## config.mk

```make
export PLATFORM = sky130hd
export DESIGN_NAME = fsm_seq_timed
export DESIGN_NICKNAME = d
export VERILOG_FILES = /design/src/rtl/fsm_seq_timed.sv
export SDC_FILE = /design/constraint.sdc
export NUM_CORES = 1
export LEC_CHECK = 0
export CORE_MARGIN = 2
export CORE_UTILIZATION = 33
export DETAILED_ROUTE_END_ITERATION = 8
export GPL_TIMING_DRIVEN = 0
export PLACE_DENSITY = 0.59
export SLEW_MARGIN = 20
export SYNTH_ARGS = -nofsm -noshare
export SYNTH_HDL_FRONTEND = slang
export SYNTH_SLANG_ARGS = --single-unit
```

## constraint.sdc

```tcl
create_clock -name clk -period 1.88 [get_ports clk]
set_input_delay 0.564 -clock clk [delete_from_list [all_inputs] [get_ports clk]]
set_output_delay 0.564 -clock clk [all_outputs]
set_load 0.02 [all_outputs]
```

## src/rtl/fsm_seq_timed.sv

```systemverilog
// fsm_seq_timed: five-state Moore control sequencer (S0..S4) with registered
// outputs, a minimum-dwell qualifier, a self-loop timeout on S1/S3, an
// enable/freeze input and one-cycle done/timeout status pulses.
//
// Ports:
//   clk           rising-edge clock
//   reset         synchronous, active-high reset
//   en            1 = advance, 0 = freeze state/counter/outputs (pulses drop)
//   state_inputs  external control condition (IN_W bits)
//   comb_outputs  registered control code of the current state (OUT_W bits)
//   state_code    current state, S0=0 .. S4=4
//   done          pulse on the first S0 cycle after S4
//   timeout       pulse on the first S0 cycle after a forced self-loop exit
module fsm_seq_timed #(
  parameter int unsigned IN_W    = 2,
  parameter int unsigned OUT_W   = 4,
  parameter int unsigned CNT_W   = 8,
  parameter int unsigned DWELL   = 1,
  parameter int unsigned TIMEOUT = 16,
  parameter logic [OUT_W-1:0] OUT_S0 = OUT_W'(5),
  parameter logic [OUT_W-1:0] OUT_S1 = OUT_W'(8),
  parameter logic [OUT_W-1:0] OUT_S2 = OUT_W'(12),
  parameter logic [OUT_W-1:0] OUT_S3 = OUT_W'(14),
  parameter logic [OUT_W-1:0] OUT_S4 = OUT_W'(9),
  parameter logic [IN_W-1:0]  M0     = IN_W'(0),
  parameter logic [IN_W-1:0]  M1     = IN_W'(1),
  parameter logic [IN_W-1:0]  M2     = IN_W'(2),
  parameter logic [IN_W-1:0]  M3     = IN_W'(3)
) (
  input  logic             clk,
  input  logic             reset,
  input  logic             en,
  input  logic [IN_W-1:0]  state_inputs,
  output logic [OUT_W-1:0] comb_outputs,
  output logic [2:0]       state_code,
  output logic             done,
  output logic             timeout
);

  localparam logic [CNT_W-1:0] DWELL_LAST = CNT_W'(DWELL - 1);
  localparam bit               TO_ON      = (TIMEOUT != 0);
  localparam logic [CNT_W-1:0] TO_LAST    = TO_ON ? CNT_W'(TIMEOUT - 1) : '0;

  typedef enum logic [2:0] {
    S0 = 3'd0,
    S1 = 3'd1,
    S2 = 3'd2,
    S3 = 3'd3,
    S4 = 3'd4
  } state_t;

  state_t           state, state_n;
  logic [CNT_W-1:0] dwell_cnt, dwell_cnt_n;
  logic [OUT_W-1:0] out_n;
  logic             done_n, timeout_n;
  logic             qual, self_loop, forced;

  // Control code presented while in a given state.
  function automatic logic [OUT_W-1:0] code_of(input state_t s);
    case (s)
      S0:      code_of = OUT_S0;
      S1:      code_of = OUT_S1;
      S2:      code_of = OUT_S2;
      S3:      code_of = OUT_S3;
      S4:      code_of = OUT_S4;
      default: code_of = OUT_S0;
    endcase
  endfunction

  // State, counter and output registers.
  always_ff @(posedge clk) begin
    if (reset) begin
      state        <= S0;
      dwell_cnt    <= '0;
      comb_outputs <= OUT_S0;
      done         <= 1'b0;
      timeout      <= 1'b0;
    end else begin
      state        <= state_n;
      dwell_cnt    <= dwell_cnt_n;
      comb_outputs <= out_n;
      done         <= done_n;
      timeout      <= timeout_n;
    end
  end

  assign state_code = 3'(state);

  // Next state, counter and outputs.
  always_comb begin
    state_n     = state;
    dwell_cnt_n = dwell_cnt;
    out_n       = comb_outputs;
    done_n      = 1'b0;
    timeout_n   = 1'b0;
    qual        = (dwell_cnt >= DWELL_LAST);
    self_loop   = 1'b0;
    forced      = 1'b0;

    if (en) begin
      case (state)
        S1:      self_loop = (state_inputs == M1);
        S3:      self_loop = (state_inputs == M3);
        default: self_loop = 1'b0;
      endcase
      // Timeout overrides a self-loop regardless of the dwell qualifier.
      forced = TO_ON && self_loop && (dwell_cnt == TO_LAST);

      if (forced) begin
        state_n = S0;
      end else if (qual) begin
        case (state)
          S0:      state_n = (state_inputs == M0) ? S0 : S1;
          S1:      state_n = (state_inputs == M1) ? S1 : S2;
          S2:      state_n = (state_inputs == M2) ? S4 : S3;
          S3:      state_n = (state_inputs == M3) ? S3 : S4;
          S4:      state_n = S0;
          default: state_n = S0;
        endcase
      end

      if (state_n != state) begin
        dwell_cnt_n = '0;
      end else if (dwell_cnt != '1) begin
        dwell_cnt_n = dwell_cnt + CNT_W'(1);
      end

      out_n     = code_of(state_n);
      timeout_n = forced;
      done_n    = !forced && (state == S4) && (state_n == S0);
    end
  end

endmodule
```

### Word-level counts from Yosys, hierarchy flattened

Index checks and enable logic that the tools add are counted.

| word-level totals | value |
|---|---|
| bits in registers | 17 |
| input bits | 5 |

| operators by class | value |
|---|---|
| bitwise operators | 1 |
| multiplexer cells | 13 |
| magnitude comparators | 1 |
| reduce and logical (&&, ||, !) cells | 10 |
| $add $sub $neg | 1 |
| eq/ne operators | 14 |

Operator list:

| operator | number |
|---|---|
| $mux W8 | 2 |
| $pmux W4 S4 | 1 |
| $mux W3 | 5 |
| $eq A3 B2 Y1 const B | 4 |
| $pmux W3 S4 | 1 |
| $add A8 B1 Y8 const B | 1 |
| $eq A8 B4 Y1 const B | 1 |
| $ge A8 B1 Y1 const B | 1 |
| $ne A8 B8 Y1 const B | 1 |
| $eq A3 B1 Y1 const B | 2 |
| $eq A3 B3 Y1 const B | 2 |
| $logic_not A3 Y1 | 2 |
| $eq A2 B2 Y1 const B | 2 |
| $logic_and A1 B1 Y1 | 3 |
| $ne A3 B3 Y1 | 1 |
| $eq A2 B1 Y1 const B | 1 |
| $logic_not A2 Y1 | 1 |
| $mux W1 | 2 |
| $mux W2 | 1 |
| $pmux W1 S2 | 1 |
| $reduce_and A2 Y1 | 1 |
| $reduce_bool A2 Y1 | 1 |
| $reduce_or A2 Y1 | 1 |
| $logic_not A1 Y1 | 1 |
| $not A1 Y1 | 1 |

### Logic depth before layout (Yosys ltp)

| logic depth | value |
|---|---|
| word-level depth | 9 |
| mapped depth | 6 |

### Worst setup path before layout

Ideal clock, no wire load.

| path | value |
|---|---|
| path kind | register to register |
| start point | register dwell_cnt[0] |
| end point | register comb_outputs[0] |
| data arrival time | 1.731 ns |
| setup time | 0.122 ns |
| period minus slack after synthesis | 1.853 ns |
| required time | 1.758 ns |
| path buffers | 1 |
| path slack | 0.027 ns |
| cell stages (with the launch flop) | 7 |
| cells stage by stage | dfxtp_1 > ha_1 > and3_1 > buf_2 > a2111oi_2 > nor2_1 > a311o_1 |

| between the ends | value |
|---|---|
| longest elaborated chain between the ends | 6 |
| elaborated cells on any way between the ends | 11 |
| those cells by class | order compare (1); eq/ne (5); mux (4); reduce/logical (1) |

RTL lines:

| element | line | RTL |
|---|---|---|
| start, declared | 53 | `logic [CNT_W-1:0] dwell_cnt, dwell_cnt_n;` |
| start signal, assigned | 80 | `dwell_cnt <= dwell_cnt_n;` |
| $ge A8 B1 Y1 / $eq A8 B4 Y1 (equally long branches) | 96, 107 |  |
| $mux W3 / $logic_and A1 B1 Y1 (equally long branches) | 111, 107 |  |
| $mux W3 * | 109 | `if (forced) begin` |
| $mux W3 * | 100 | `if (en) begin` |
| $eq A3 B3 Y1 (tied with other cells) | 60 | `case (s)` |
| $pmux W4 S4 * | 60 |  |
| end signal, assigned | 81 | `comb_outputs <= out_n;` |
| end, declared | 34 | `output logic [OUT_W-1:0] comb_outputs,` |

Every way passes the cells marked *; elsewhere a longest branch is shown, timed or not. The select of a mux whose other input is x is not followed.
A chain may end at the register's enable or synchronous reset.

### Worst setup path after layout

| path | value |
|---|---|
| start point | register state[0], in the netlist state_code[0] |
| end point | output port state_code[0] |

RTL lines:

| element | line | RTL |
|---|---|---|
| start, declared | 52 | `state_t state, state_n;` |
| start signal, assigned | 79 | `state <= state_n;` |
| end, declared | 35 | `output logic [2:0] state_code,` |

No word-level cell between the ends.

==> results_dict.tcl <==
set metrics [dict create \
    finalHoldViolCount 0 \
    die_w_um 58.6 \
    timing.fmax_mhz 551 \
    synth_top_area_share_pct 34.6 \
    fillers 290 \
    synth.most_common_cell "dfxtp_1" \
    cp_top_family "buffers and inverters" \
    fin_cells 160 \
    synthArstFlopShare_pct 0 \
    holdCritPathClass "register to register" \
    p_clk_share_pct 27.3 \
    yosysTopAreaCell "dfxtp_1" \
    crit_type "register to output port" \
    cp_max_fo 2 \
    clk_latency_ns 0.30 \
    drive_gt1_share_pct 21.7 \
    whs_ns 0.506 \
    numCtsBuffers 3 \
    status "finished, final reports clean" \
    rows 19 \
    track_usage_pct 16.2 \
    num_antenna_cells 0 \
    syn_inst 110 \
    synth_fp_nets 116 \
    overflow 0 \
    path_buf_inv 1 \
    skew_ns 0.00771 \
    drc 0 \
    place_inst 154 \
    grt_pass1_wl_um 4220 \
    gp_congestion 0.762 \
    initialDrtViolationCount 32 \
    p_int_uw 524 \
    final_cell_area_sq_um 1260 \
    reg2reg_from "dwell_cnt[0]" \
    hpwlAfterDp_um 1650 \
    endpoint_kind "output port" \
    dieArea_sq_um 3440 \
    synth-main-ff-cell "dfxtp_1" \
    ir_drop_mv 0.446 \
    cts_tree "built" \
    path_cells "clkdlybuf4s50_1" \
    max_stage_delay_ns 0.60 \
    reg2reg_to "comb_outputs[0]" \
    vias 947 \
    synth_area_leaders "dfxtp_1 (35%), a211oi_1 (5.3%), nand2b_1 (3.8%), mux2i_1 (3.0%), a2111oi_2 (3.0%)" \
    r2r_setup_slack_ns 0.08 \
    core_area_sq_um 2810 \
    setup_viol 0 \
    grt_pass1_vias 889 \
    area_growth_pct 27.7 \
    antenna_left 0 \
    drt-vias-per-instance 5.92 \
    p_comb_share_pct 21.3 \
    p_per_area_nw_per_um2 592 \
    cp.depth 1 \
    yosys-top-cells-count "dfxtp_1 (17), a211oi_1 (7), nand2_1 (7)" \
    place.port_buffers 13 \
    firstDrtPassIters 4 \
    r2r_cells 6 \
    wl_per_cell_um 15.7 \
    fin_crit_ns 1.81 \
    max_cap_violations 0 \
    die_y_um 58.6 \
    ys_ff_latch 17 \
    p_leak_nw 0.442 \
    grt_max_degree 11 \
    synth_area_per_cell_sq_um 8.95 \
    fin_crit_sh_pct 96.5 \
    ys.warnings.count 0 \
    power_switching_uw 220 \
    relSlewSlack_pct 63.8 \
    arrival_ns 1.25 \
    start_util_pct 35.1 \
    antenna_found_initial 0 \
    htree_levels 1 \
    synth_edf_count 0 \
    crit_path_end "state_code[0]" \
    critPathLaunch "state_code[0]" \
    layout.nets 136 \
    start_kind "register" \
    root_buffer "clkbuf_4" \
    slew_viol_final 0 \
    clock_path_buffers 2 \
    final_util_pct 44.8 \
    cts.sinks 17 \
    syn-cell-area_sq_um 985 \
    rsz0062_at_grt "yes" \
    synth_cell_types 45 \
    tightest_slew_ns 0.542 \
    drt_wl_total_um 2510 \
    critPathRequiredTime_ns 1.32 \
    clk_pin_slew_worst_paths_ns 0.10 \
    synth_sequential_area_ratio_pct 34.6 \
    p_seq_share_pct 51.4 \
    ios 14 \
    switching_share_pct 29.6 \
    slowest_stage "clkdlybuf4s50_1" \
    power.total_uw 744 \
    place_area_sq_um 1150 \
]
## per-stage QoR
step / setup WS, ns / TNS [ns]
floorplan: 0.0271 / 0
global placement: -0.681 / -8.37
detailed placement: -0.744 / -8.80
CTS: 0.00873 / 0
global route: -0.00866 / -0.00866
finish: 0.0663 / 0
## per-layer routing
layer | GRT usage [%] | wire [um] | vias to the layer above
met3 | 5.27 | 121 | 4
met1 | 21.9 | 1170 | 445
met2 | 25.2 | 1190 | 26
met4 | 3.90 | 22 | 0
met5 | 0 | 0 | -
li1 | - | - | 472
## kinds of logic (layout without fill, tap and decap cells)
kind of cell | after synthesis | count (layout) | share of synthesized area [%]
multiplexers | 3 | 3 | 3.05
buffers and inverters | 11 | 30 | 4.45
XOR/XNOR | 1 | 1 | 0.890
adder cells (fa/ha/maj) | 1 | 1 | 1.27
flip-flops | 17 | 17 | 34.6
AO/OA/AOI/OAI | 38 | 38 | 32.8
AND/OR/NAND/NOR | 39 | 39 | 23.0
## area by class of cell
cell class / count / area, sq um / share of cell area [%]
well taps: 31 / 38.8 / 3.08
repair buffers: 16 / 153 / 12.1
flip-flops and latches: 17 / 344 / 27.4
clock buffers: 4 / 26.3 / 2.09
plain buffers: 7 / 33.8 / 2.69
inverters: 3 / 11.3 / 0.896
multi-input cells: 82 / 651 / 51.7
## power by group through the flow
stage                     Combinational (mW)  Sequential [mW]  Clock [mW]
after floorplan                       0.0792            0.401           0
after CTS                              0.155            0.382       0.208
after detailed placement               0.145            0.389           0
after global routing                   0.172            0.384       0.230
after global placement                 0.145            0.388           0
final                                  0.159            0.382       0.203
## how the worst min path moves through the flow
stage               cells past startpoint             from  slack (ns)              end
detailed placement                      2  comb_outputs[3]        0.50  comb_outputs[3]
finish                                  2  comb_outputs[1]        0.51  comb_outputs[1]
floorplan                               2     dwell_cnt[1]        0.50     dwell_cnt[1]
global placement                        2  comb_outputs[3]        0.48  comb_outputs[3]
CTS                                     2  comb_outputs[1]        0.51  comb_outputs[1]
global route                            2  comb_outputs[1]        0.52  comb_outputs[1]
## registers in the layout (all words and copies together), names as in the netlist
signal        flops
timeout           1
done              1
dwell_cnt         8
comb_outputs      4
state_code        3
## what timing repair did
action / CTS / global route
resized for setup: 14 / 9
endpoints found under the hold margin: 0 / 0
buffers inserted: 3 / 0
pin swaps: 2 / 2
hold buffers: 0 / 0
endpoints found under the setup margin: 16 / 10
## layout by cell type (no fill, tap or decap), drive strengths merged, types with 2 or more instances in the layout
| cell type | instances |
|---|---|
| o21ai | 2 |
| nor2b | 2 |
| nand2b | 6 |
| a31oi | 2 |
| dlygate4sd2 | 2 |
| and2 | 2 |
| o32ai | 2 |
| a41oi | 3 |
| dfxtp | 17 |
| dlymetal6s2s | 3 |
| nand3 | 3 |
| nor2 | 6 |
| and3 | 4 |
| o2111ai | 2 |
| nor4 | 2 |
| nor3 | 3 |
| a21oi | 5 |
| clkbuf | 11 |
| a211oi | 7 |
| mux2i | 3 |
| nand2 | 7 |
| a2111oi | 3 |
| inv | 3 |
| o211ai | 2 |
| buf | 4 |
| clkdlybuf4s50 | 7 |
Note: power is estimated with default switching activity, not from simulation.
